<file path="config.mk">
export PLATFORM = sky130hd
export DESIGN_NAME = nibble_serial_adder
export DESIGN_NICKNAME = d
export VERILOG_FILES = /design/src/rtl/nsa_pkg.sv /design/src/rtl/cla4_slice.sv /design/src/rtl/nibble_serial_adder.sv
export SDC_FILE = /design/constraint.sdc
export NUM_CORES = 1
export LEC_CHECK = 0
export BUFFER_PORTS_ARGS = -buffer_cell sky130_fd_sc_hd__buf_2
export CAP_MARGIN = 10
export CORE_AREA = 2 2 79 138
export CTS_BUF_LIST = sky130_fd_sc_hd__clkbuf_16
export CTS_CLUSTER_SIZE = 25
export DETAILED_ROUTE_END_ITERATION = 8
export DIE_AREA = 0 0 81 140
export GPL_ROUTABILITY_DRIVEN = 0
export GPL_TIMING_DRIVEN = 0
export PLACE_DENSITY = 0.71
export SYNTH_ARGS = -nofsm -noshare
export SYNTH_HDL_FRONTEND = slang
export SYNTH_SLANG_ARGS = --single-unit
export TNS_END_PERCENT = 50
</file>
<file path="constraint.sdc">
create_clock -name clk -period 6.7 [get_ports clk]
set_clock_uncertainty 0.15 [all_clocks]
set_input_delay 0.335 -clock clk [delete_from_list [all_inputs] [get_ports clk]]
set_output_delay 0.335 -clock clk [all_outputs]
set_load 0.02 [all_outputs]
</file>
<file path="src/rtl/nsa_pkg.sv">
// Shared definitions for the nibble-serial adder: slice width and FSM state encoding.
package nsa_pkg;
  localparam int NIBBLE_W = 4;

  typedef enum logic [1:0] {
    S_IDLE = 2'd0,
    S_RUN  = 2'd1,
    S_DONE = 2'd2
  } state_t;
endpackage

</file>
<file path="src/rtl/cla4_slice.sv">
// 4-bit carry-lookahead adder slice, purely combinational (zero latency, no handshake).
// c3 is the carry into bit 3, so the caller can form signed overflow as cout ^ c3.
module cla4_slice
  import nsa_pkg::*;
(
  input  logic [NIBBLE_W-1:0] a,
  input  logic [NIBBLE_W-1:0] b,
  input  logic                cin,
  output logic [NIBBLE_W-1:0] s,
  output logic                cout,
  output logic                c3
);
  logic [NIBBLE_W-1:0] g, p;
  logic                c1, c2;

  assign g = a & b;
  assign p = a ^ b;

  // Each carry is expanded fully from g/p and cin, not rippled.
  assign c1   = g[0] | (p[0] & cin);
  assign c2   = g[1] | (p[1] & g[0]) | (p[1] & p[0] & cin);
  assign c3   = g[2] | (p[2] & g[1]) | (p[2] & p[1] & g[0]) | (p[2] & p[1] & p[0] & cin);
  assign cout = g[3] | (p[3] & g[2]) | (p[3] & p[2] & g[1]) | (p[3] & p[2] & p[1] & g[0])
              | (p[3] & p[2] & p[1] & p[0] & cin);

  assign s = p ^ {c3, c2, c1, cin};
endmodule

</file>
<file path="src/rtl/nibble_serial_adder.sv">
// WIDTH-bit add/subtract, one nibble per cycle LSB first; result valid WIDTH/4 cycles after accept.
// Accepts only in IDLE; result is held in DONE until out_ready, so the source stalls meanwhile.
module nibble_serial_adder
  import nsa_pkg::*;
#(
  parameter int WIDTH = 32
) (
  input  logic             clk,
  input  logic             rst_n,
  input  logic             in_valid,
  output logic             in_ready,
  input  logic [WIDTH-1:0] in_a,
  input  logic [WIDTH-1:0] in_b,
  input  logic             in_cin,
  input  logic             in_sub,
  output logic             out_valid,
  input  logic             out_ready,
  output logic [WIDTH-1:0] out_sum,
  output logic             out_cout,
  output logic             out_ovf,
  output logic             busy
);
  localparam int NIB = WIDTH / NIBBLE_W;
  localparam int CW  = (NIB > 1) ? $clog2(NIB) : 1;

  if ((WIDTH % NIBBLE_W) != 0 || WIDTH < NIBBLE_W) begin : g_bad_width
    $error("nibble_serial_adder: WIDTH must be a positive multiple of 4");
  end

  state_t           state_q, state_d;
  logic [CW-1:0]    cnt_q, cnt_d;
  logic [WIDTH-1:0] a_q, a_d, b_q, b_d, sum_q, sum_d;
  logic             carry_q, carry_d, cout_q, cout_d, ovf_q, ovf_d;

  logic [WIDTH-1:0]    a_sh, b_sh;
  logic [NIBBLE_W-1:0] slice_s;
  logic                slice_cout, slice_c3;

  assign a_sh = a_q >> (int'(cnt_q) * NIBBLE_W);
  assign b_sh = b_q >> (int'(cnt_q) * NIBBLE_W);

  cla4_slice u_slice (
    .a    (a_sh[NIBBLE_W-1:0]),
    .b    (b_sh[NIBBLE_W-1:0]),
    .cin  (carry_q),
    .s    (slice_s),
    .cout (slice_cout),
    .c3   (slice_c3)
  );

  always_comb begin
    state_d   = state_q;
    cnt_d     = cnt_q;
    a_d       = a_q;
    b_d       = b_q;
    sum_d     = sum_q;
    carry_d   = carry_q;
    cout_d    = cout_q;
    ovf_d     = ovf_q;
    in_ready  = 1'b0;
    out_valid = 1'b0;
    busy      = 1'b0;
    case (state_q)
      S_IDLE: begin
        in_ready = 1'b1;
        if (in_valid) begin
          // Subtraction is A + ~B + 1; a borrow-in cancels the +1.
          a_d     = in_a;
          b_d     = in_b ^ {WIDTH{in_sub}};
          carry_d = in_cin ^ in_sub;
          cnt_d   = '0;
          state_d = S_RUN;
        end
      end
      S_RUN: begin
        busy = 1'b1;
        sum_d[int'(cnt_q)*NIBBLE_W +: NIBBLE_W] = slice_s;
        carry_d = slice_cout;
        if (cnt_q == CW'(NIB - 1)) begin
          cout_d  = slice_cout;
          ovf_d   = slice_cout ^ slice_c3;
          state_d = S_DONE;
        end else begin
          cnt_d = cnt_q + 1'b1;
        end
      end
      S_DONE: begin
        busy      = 1'b1;
        out_valid = 1'b1;
        if (out_ready) state_d = S_IDLE;
      end
      default: state_d = S_IDLE;
    endcase
  end

  always_ff @(posedge clk or negedge rst_n) begin
    if (!rst_n) begin
      state_q <= S_IDLE;
      cnt_q   <= '0;
      a_q     <= '0;
      b_q     <= '0;
      sum_q   <= '0;
      carry_q <= 1'b0;
      cout_q  <= 1'b0;
      ovf_q   <= 1'b0;
    end else begin
      state_q <= state_d;
      cnt_q   <= cnt_d;
      a_q     <= a_d;
      b_q     <= b_d;
      sum_q   <= sum_d;
      carry_q <= carry_d;
      cout_q  <= cout_d;
      ovf_q   <= ovf_d;
    end
  end

  assign out_sum  = sum_q;
  assign out_cout = cout_q;
  assign out_ovf  = ovf_q;
endmodule
</file>
==> results by group <==
Run status
  • Status: complete, no violations

Synth
  • Synth Warn #: 0
  • Cell variety after synth: 35
  • Area contributors post-synth: dfrtp_1 52%, mux2_2 14%, mux4_2 7.1%, xnor2_1 5.7%, nand2_1 4.9%
  • Synth Register Bits: between 100 and 150
  • Syn nets: about 500
  • EDFF count, synth: 0
  • Syn Inst Count: 414
  • Most used DFF post-synth: dfrtp_1
  • Share of the synthesized area in the top cell type: 51.59%
  • Post-synthesis sequential area ratio: 51.59%
  • Most frequent cells after synthesis: 104 x dfrtp_1, 66 x nand2_1, 64 x mux2_2
  • Mean post-synth cell area: 12.19 sq um
  • Cell Area, Synth: 5045 sq um
  • Count leader, synth: dfrtp_1
  • Async SR Flop Fraction: 100.0%
  • Cell type with the largest total area after synthesis: dfrtp_1

Clocking
  • Cts bufs inserted: 9
  • CTS tree: built
  • Hold Buf Count CTS: 1
  • Worst skew pair latency: 0.34 ns
  • Root Buffer: clkbuf_16
  • Post-cts resize count: 0
  • CTS max path bufs: 2
  • Htree depth: 3
  • Postcts setup bufs: 0
  • # clock sinks: 104
  • Reg clk slew, reported paths: 0.07 ns

Timing
  • Final setup viols: 0
  • Setup TNS: 0 ns
  • Slew Limit Fails: 0
  • Slew @ Worst Pin: 0.7903 ns
  • Fin. Hold Viols: 0
  • Final min period: roughly 3.8 ns
  • Unrepaired setup endpoints after global routing: no
  • Worst rel slew slack: 47.32%
  • Final Cycle Share: 56.16%
  • Fmax: 265.8 MHz

Detailed routing
  • Final wirelength: 11320 um
  • Post-DR wirelength/cell: roughly 17 um
  • Routed via count: 3484
  • DR iter-0 viols: approximately 170
  • Pre-antenna DRT Iters: 4
  • DRC Markers: 0
  • Vias per cell: 5.247
  • Final antenna-violating net count: 0

Critical path
  • Crit start category: flip-flop
  • Critical Path Sink Type: flip-flop
  • Crit path kind: flip-flop to flip-flop
  • R2R depth: 10
  • Worst EP arrival: 3.90 ns
  • RR Endpoint: out_sum[27]$_DFFE_PN0P_
  • CP startpoint: cnt_q[1]$_DFFE_PN0P_
  • R2R Path Start: cnt_q[1]$_DFFE_PN0P_
  • Req. time, crit path: slightly below 7 ns
  • R2R Setup Slk: 2.94 ns
  • Worst setup path endpoint: out_sum[27]$_DFFE_PN0P_
  • Crit Path Max Fanout: 10

Die
  • Core ar.: 10180 sq um
  • Chip height: 140 um
  • Num rows: 49
  • Die W: 81 um
  • I/O pins: 107
  • Initial Util: 49.57%
  • Die ar.: 11340 sq um

Power and ir drop
  • Tot Pwr: 0.003209 W
  • Pwr dens: approximately 530 nW/um^2
  • Leak Pwr: 2.865 nW
  • Worst VDD drop: between 0.0003 and 0.0004 V

GRT
  • GRT Util Overall: around 22%
  • Initial antenna violation count: 1
  • Number of global-route vias before repair: 3745
  • Largest net degree at the start of global routing: between 60 and 70
  • First-pass GRT wire length: between 15000 and 20000 um
  • GRT overflow: 0

Layout
  • Post-layout instance area: a little over 6000 sq um
  • Nets: between 600 and 700
  • Fillers: 900
  • Layout cells sized above 1: 39.93%
  • Finished Core Util: 59.37%
  • Synth-to-Final Area Change: 19.77%

Hold path
  • Hold Path Class: primary input to flip-flop

Placement
  • Post-DP HPWL: 8860 um
  • Port Buffers: about 110
  • Placed instance area: between 5000 and 6000 sq um

Flow run
  • Maxcap violations: 0
==> layer usage <==
layer / up-vias / global-route usage (%) / share of wire [%]
met3: 19 / 3.479 / 3.9
met2: 104 / 40.02 / 58
li1: 1663 / - / -
met1: 1698 / 23.48 / 36
met4: 0 / 9.813 / 2.8
met5: - / 0 / 0
==> worst min path at each step <==
| stage | start | endpoint | slack (ns) | cells after the start |
|---|---|---|---|---|
| finish | in_a[3] | a_q[3]$_DFFE_PN0P_ | 0.07 | 2 |
| global route | in_a[10] | a_q[10]$_DFFE_PN0P_ | 0.07 | 2 |
| CTS | in_a[3] | a_q[3]$_DFFE_PN0P_ | 0.06 | 2 |
| detailed placement | rst_n | out_sum[16]$_DFFE_PN0P_ | 0.32 | 1 |
| global placement | b_q[2]$_DFFE_PN0P_ | b_q[2]$_DFFE_PN0P_ | 0.31 | 2 |
| floorplan | rst_n | a_q[0]$_DFFE_PN0P_ | -0.11 | 0 |
==> flip-flops by register name, summed over array words and instances, names as in the netlist <==
signal and cells:
a_q 32, b_q 32, out_sum 32, cnt_q 3
state_q 2, carry_q 1, out_cout 1, out_ovf 1
==> critical path: stages, from the launching register on <==
cell and delay [ns]:
dfrtp_1 0.38, buf_2 0.29, buf_1 0.52, mux4_2 0.43, nand2_1 0.11, nand2_1 0.12
ha_1 0.35, a21oi_1 0.07, o21ai_1 0.42, xor2_1 0.57, mux2_2 0.28
==> stage by stage <==
stage	hold WS, ns	std cells	worst slack [ns]
floorplan	-0.1106	414	3.665
global placement	0.3074	646	3.004
detailed placement	0.3182	647	2.904
CTS	0.06022	663	2.878
global route	0.07002	664	2.736
finish	0.06968	664	2.937
==> report_power, final <==
part	internal, W	switching (W)	leakage, nW	total (W)
clock network	0.000283	0.000216	0.144	0.000499
logic	0.000707	0.000936	1.43	0.00164
registers	0.000917	0.000150	1.29	0.00107
==> area by class of cell <==
cell class                 count  area [sq um]  area share [%]
clock inverter                 6         52.55          0.8697
clock buffer                   9         225.2           3.727
multi-input combinational    278          2310           38.23
timing repair buffer         107         558.0           9.236
tap                          127         158.9           2.630
inverter                       8         30.03          0.4970
sequential                   104          2603           43.07
antenna                        1         2.502         0.04142
buffer                        24         102.6           1.698
==> logic make-up (layout without fill, tap and decap cells) <==
| kind of cell | after synthesis | after routing | share of synthesized area, % |
|---|---|---|---|
| DFF | 104 | 104 | 51.59 |
| and+or+nand+nor | 92 | 92 | 8.209 |
| muxes | 81 | 81 | 21.63 |
| AOI/OAI and AO/OA | 57 | 57 | 6.498 |
| xor gates and xnor gates | 35 | 35 | 6.077 |
| buffers and inverters | 32 | 154 | 2.629 |
| adders and majority gates | 13 | 13 | 3.373 |
| other | 0 | 1 | 0 |
==> placed cells by master (no fill, tap or decap), types with 2 or more instances in the layout <==
cell         n
a211oi_1     3
a21oi_1      8
a22oi_1      2
buf_1        3
buf_2      111
buf_4        2
clkbuf_1    13
clkbuf_16    9
clkinv_2     3
dfrtp_1    104
ha_1        12
inv_1        8
mux2_2      64
mux4_2      16
nand2_1     66
nand3b_1     2
nor2_1       9
nor3_1       5
nor3b_2      2
nor4_1       2
o21ai_0     39
xnor2_1     33
xor2_1       2
Power figures use the tool's default switching activity.
